--- config.mk ---
export PLATFORM = sky130hd
export DESIGN_NAME = bit_reverse_reorder
export DESIGN_NICKNAME = d
export VERILOG_FILES = /design/src/rtl/fft_pkg.sv /design/src/rtl/reorder_bank_ram.sv /design/src/rtl/bit_reverse_reorder.sv
export SDC_FILE = /design/constraint.sdc
export NUM_CORES = 1
export LEC_CHECK = 0
export ABC_CLOCK_PERIOD_IN_PS = 13400
export BUFFER_PORTS_ARGS = -buffer_cell sky130_fd_sc_hd__buf_2
export CAP_MARGIN = 5
export CORE_AREA = 3 3 186 188
export DETAILED_ROUTE_END_ITERATION = 7
export DIE_AREA = 0 0 189 191
export GPL_TIMING_DRIVEN = 1
export PLACE_DENSITY = 0.77
export SLEW_MARGIN = 20
export SYNTH_ARGS = -nofsm -noshare
export SYNTH_HDL_FRONTEND = slang
export SYNTH_SLANG_ARGS = --single-unit
--- constraint.sdc ---
create_clock -name clk -period 13.4 [get_ports clk]
set_input_delay 2.68 -clock clk [delete_from_list [all_inputs] [get_ports clk]]
set_output_delay 2.68 -clock clk [all_outputs]
set_load 0.01 [all_outputs]
--- src/rtl/fft_pkg.sv ---
// Shared FFT definitions: default sample geometry and LOG2N-bit index reversal.
package fft_pkg;
  localparam int DEFAULT_WIDTH = 32;
  localparam int DEFAULT_LOG2N = 3;
  localparam int MAX_LOG2N     = 10;

  // Reverse all MAX_LOG2N bits, then shift so only the low log2n bits remain reversed.
  function automatic logic [MAX_LOG2N-1:0] bitrev(input logic [MAX_LOG2N-1:0] idx,
                                                  input int log2n);
    logic [MAX_LOG2N-1:0] r;
    for (int i = 0; i < MAX_LOG2N; i++) begin
      r[i] = idx[MAX_LOG2N-1-i];
    end
    return r >> (MAX_LOG2N - log2n);
  endfunction
endpackage

--- src/rtl/reorder_bank_ram.sv ---
// Two-bank sample store addressed {bank, index}; synchronous write, combinational read.
module reorder_bank_ram
  import fft_pkg::*;
#(
  parameter int WIDTH = DEFAULT_WIDTH,
  parameter int AW    = DEFAULT_LOG2N + 1
) (
  input  logic             clk,
  input  logic             wr_en,
  input  logic [AW-1:0]    wr_addr,
  input  logic [WIDTH-1:0] wr_data,
  input  logic [AW-1:0]    rd_addr,
  output logic [WIDTH-1:0] rd_data
);
  logic [WIDTH-1:0] mem_q [2**AW];

  always_ff @(posedge clk) begin
    if (wr_en) begin
      mem_q[wr_addr] <= wr_data;
    end
  end

  assign rd_data = mem_q[rd_addr];
endmodule

--- src/rtl/bit_reverse_reorder.sv ---
// Ping-pong reorder of bit-reversed FFT frames into natural order; out_valid rises the cycle
// after a frame's last input. Input stalls only while both banks hold unread frames.
module bit_reverse_reorder
  import fft_pkg::*;
#(
  parameter int WIDTH = DEFAULT_WIDTH,
  parameter int LOG2N = DEFAULT_LOG2N
) (
  input  logic             clk,
  input  logic             rst_n,
  input  logic [WIDTH-1:0] in_data,
  input  logic             in_valid,
  output logic             in_ready,
  output logic [WIDTH-1:0] out_data,
  output logic             out_valid,
  input  logic             out_ready,
  output logic             out_last
);
  localparam logic [LOG2N-1:0] LAST_IDX = '1;

  logic [1:0]       full_q, full_d;
  logic             wr_bank_q, wr_bank_d;
  logic             rd_bank_q, rd_bank_d;
  logic [LOG2N-1:0] wr_cnt_q, wr_cnt_d;
  logic [LOG2N-1:0] rd_cnt_q, rd_cnt_d;
  logic [LOG2N-1:0] wr_idx;
  logic             in_fire, out_fire, wr_last, rd_last;

  assign in_ready  = ~full_q[wr_bank_q];
  assign out_valid = full_q[rd_bank_q];
  assign out_last  = out_valid && (rd_cnt_q == LAST_IDX);

  assign in_fire  = in_valid && in_ready;
  assign out_fire = out_valid && out_ready;
  assign wr_last  = in_fire && (wr_cnt_q == LAST_IDX);
  assign rd_last  = out_fire && (rd_cnt_q == LAST_IDX);

  assign wr_idx = LOG2N'(bitrev(MAX_LOG2N'(wr_cnt_q), LOG2N));

  // Write and read can never target the same bank in one cycle (one needs it empty,
  // the other full), so setting and clearing flags never collide.
  always_comb begin
    full_d    = full_q;
    wr_bank_d = wr_bank_q;
    rd_bank_d = rd_bank_q;
    wr_cnt_d  = wr_cnt_q;
    rd_cnt_d  = rd_cnt_q;
    if (in_fire) begin
      wr_cnt_d = wr_cnt_q + 1'b1;
    end
    if (out_fire) begin
      rd_cnt_d = rd_cnt_q + 1'b1;
    end
    if (wr_last) begin
      full_d[wr_bank_q] = 1'b1;
      wr_bank_d         = ~wr_bank_q;
    end
    if (rd_last) begin
      full_d[rd_bank_q] = 1'b0;
      rd_bank_d         = ~rd_bank_q;
    end
  end

  always_ff @(posedge clk or negedge rst_n) begin
    if (!rst_n) begin
      full_q    <= '0;
      wr_bank_q <= 1'b0;
      rd_bank_q <= 1'b0;
      wr_cnt_q  <= '0;
      rd_cnt_q  <= '0;
    end else begin
      full_q    <= full_d;
      wr_bank_q <= wr_bank_d;
      rd_bank_q <= rd_bank_d;
      wr_cnt_q  <= wr_cnt_d;
      rd_cnt_q  <= rd_cnt_d;
    end
  end

  reorder_bank_ram #(
    .WIDTH (WIDTH),
    .AW    (LOG2N + 1)
  ) u_ram (
    .clk     (clk),
    .wr_en   (in_fire),
    .wr_addr ({wr_bank_q, wr_idx}),
    .wr_data (in_data),
    .rd_addr ({rd_bank_q, rd_cnt_q}),
    .rd_data (out_data)
  );
endmodule

==> impl_metrics.json <==
{
  "power_mw": 4.66,
  "numCtsBuffers": 49,
  "min_path_cells": 2,
  "p_leak_nw": 7.12,
  "hold_path_startpoint": "full_q[1]",
  "outcome": "completed",
  "yosysTopAreaCellShare_pct": 78.2,
  "rows": 67,
  "fin_crit_ps": 6180,
  "rr_endpoint": "u_ram.mem_q[5][7]",
  "grt_max_degree": 95,
  "fin_skew_ps": 10.5,
  "cts_resized": 0,
  "fin_area_sq_um": 22300,
  "grt_pass1_vias": 9441,
  "critPathMaxFanout": 74,
  "max_freq_ghz": 0.162,
  "antenna_found_initial": 3,
  "ant_nets": 0,
  "r2r-start": "wr_bank_q",
  "cts-root-buf": "clkbuf_16",
  "fillers": 2078,
  "reg2reg_slack_ps": 10270,
  "ir_drop_uv": 147,
  "clkSinkCount": 522,
  "async_flop_share_pct": 1.92,
  "io_pins": 71,
  "whs_endpoint": "full_q[1]",
  "syn_inst": 844,
  "drt_iter0_drc": 883,
  "cap_violations": 0,
  "totalWireLength_mm": 41.0,
  "hpwlAfterDp_mm": 19.9,
  "slew_violations": 0,
  "nets": 983,
  "multiInputGateArea_sq_um": 3960,
  "holdBufCountCts": 0,
  "hold_class": "reg2reg",
  "area_growth_pct": 13.3,
  "gp_congestion": 0.752,
  "post_drt_via_cell_ratio": 6.47,
  "grt_overflow": 0,
  "initial_utilization_pct": 59.1,
  "end_kind": "primary output",
  "period_share_pct": 46.1,
  "syn_area_sq_um": 19700,
  "vias": 9234,
  "grt_pass1_wl_mm": 60.9,
  "final_hold_viol_count": 0,
  "yosysMostFrequentCell": "edfxtp_1",
  "clkSlewWorstSetupHoldPaths_ps": 60,
  "critPathSlowestCell": "dfrtp_4",
  "port_buffers": 70,
  "arrival_ps": 3500,
  "clk_path_buf_depth": 3,
  "synth_area_per_cell_sq_um": 23.3,
  "hold_ws_ps": 582,
  "yosysTopAreaCell": "edfxtp_1",
  "final-setup-viol-count": 0,
  "synth_commonest_cells": "edfxtp_1, mux4_2, a22oi_1",
  "setup_tns_ps": 0,
  "fp.dieW_microns": 189,
  "synthTopCellsByArea": "edfxtp_1, mux4_2, a22oi_1",
  "die_h_microns": 191,
  "yosysUniqueCellTypes": 27,
  "worstPathRequired_ps": 10720,
  "critPathLaunchType": "flop",
  "path_class": "reg2out",
  "drc_errors": 0,
  "power_density_nw_per_um2": 209,
  "firstDrtPassIters": 5,
  "slowest_delay_ps": 1130,
  "clock_latency_ps": 560,
  "synth_nets": 884,
  "post-cts-setup-buffers": 0,
  "path_cells": "buf_4 > mux4_2 > a22oi_1 > nand2_1 > buf_2",
  "layout-drive-gt1-share_pct": 32.5,
  "slew_headroom_pct": 26.0,
  "yosys_warnings": 0,
  "rsz0062_at_grt": "no",
  "worstMarginPinSlew_ps": 1110,
  "seq_area_sq_um": 15600,
  "core_sq_um": 33300,
  "wl_per_cell_microns": 28.7,
  "die_area_sq_um": 36100,
  "synth-seq-area-share_pct": 79.5,
  "ys_ff_latch": 522,
  "synth_ff_type": "edfxtp_1",
  "cts_tree": "built",
  "synth_edf_count": 512,
  "r2r_cells": 4,
  "grt_util_all_layers_pct": 23.2,
  "dpl_cell_area_sq_um": 20700,
  "htreeDepth": 2
}
-- final cells by class --
cell class	count	area share, %
antenna	1	0.0112
timing repair buffer	94	2.44
sequential	522	70.1
clock buffer	56	5.62
tap	448	2.51
clock inverter	31	1.52
multi-input combinational	276	17.8
-- kinds of logic after synthesis --
| kind of cell | after synthesis | share of synthesized area [%] |
|---|---|---|
| xor gates and xnor gates | 3 | 0.134 |
| adders and majority gates | 4 | 0.254 |
| and+or+nand+nor | 65 | 1.48 |
| buffers and inverters | 46 | 1.08 |
| AOI/OAI and AO/OA | 70 | 2.61 |
| muxes | 134 | 15.0 |
| DFF | 522 | 79.5 |
-- where the power goes --
part	internal, mW	leakage [nW]	switching, mW
clock	0.805	0.766	0.569
sequential	1.94	4.73	0.139
combinational	0.567	1.62	0.642
total	3.31	7.12	1.35
-- stage by stage --
stage | setup WS (ps) | utilization, % | std cells
floorplan | 6660 | - | 844
global placement | 7850 | 62.2 | 1340
detailed placement | 7810 | 62.2 | 1340
CTS | 7150 | 67.0 | 1427
global route | 7010 | 67.0 | 1428
finish | 7220 | 67.0 | 1428
-- state kept, by name, indices dropped and copies added, names as in the netlist --
signal and flops:
wr_bank_q 1, wr_cnt_q 3, full_q 2, rd_cnt_q 3, u_ram.mem_q 512, rd_bank_q 1
-- how the worst max path moves through the flow --
stage                     start           endpoint  slack (ps)  cells after the start
finish              rd_cnt_q[1]       out_data[22]        7220                      5
global route        rd_cnt_q[1]       out_data[22]        7010                      5
CTS                 rd_cnt_q[1]       out_data[22]        7150                      5
detailed placement  rd_cnt_q[1]       out_data[26]        7810                      5
global placement    rd_cnt_q[1]       out_data[26]        7850                      5
floorplan              in_valid  u_ram.mem_q[0][0]        6660                      2
-- per-layer routing --
layer / global-route usage, % / wire [microns] / up-vias
li1: - / - / 3801
met1: 31.7 / 15400 / 4866
met2: 38.9 / 21200 / 471
met3: 4.24 / 3320 / 92
met4: 7.39 / 1130 / 4
met5: 0 / 14 / -
-- critical path, delay by kind of cell (launching register included) --
family	cells	cell delay [ps]
flops	1	1130
simple gates	1	140
compound gates	1	240
mux	1	420
buf+inv	2	960
-- placed cells by master, fill, tap and decap left out --
cell	n
nor2_4	10
dfrtp_4	2
nor4b_2	1
clkinv_1	11
nor3_2	3
dfrtp_1	8
inv_6	3
nand3_1	1
nor2b_4	2
bufinv_16	7
clkinvlp_4	4
edfxtp_1	512
clkbuf_1	7
ha_1	4
buf_2	70
nor2_1	1
clkbuf_16	49
and2_2	1
and3_1	1
nor4_2	3
clkinv_2	6
buf_12	1
nand4b_1	2
a22oi_1	64
and2_1	1
mux2i_1	1
mux2_2	5
buf_4	23
nand2b_1	2
mux4_2	128
a31oi_1	2
nand4_1	1
nand2_1	36
xnor2_1	3
o21ai_0	2
a21oi_1	2
diode_2	1
Power figures use the tool's default switching activity.
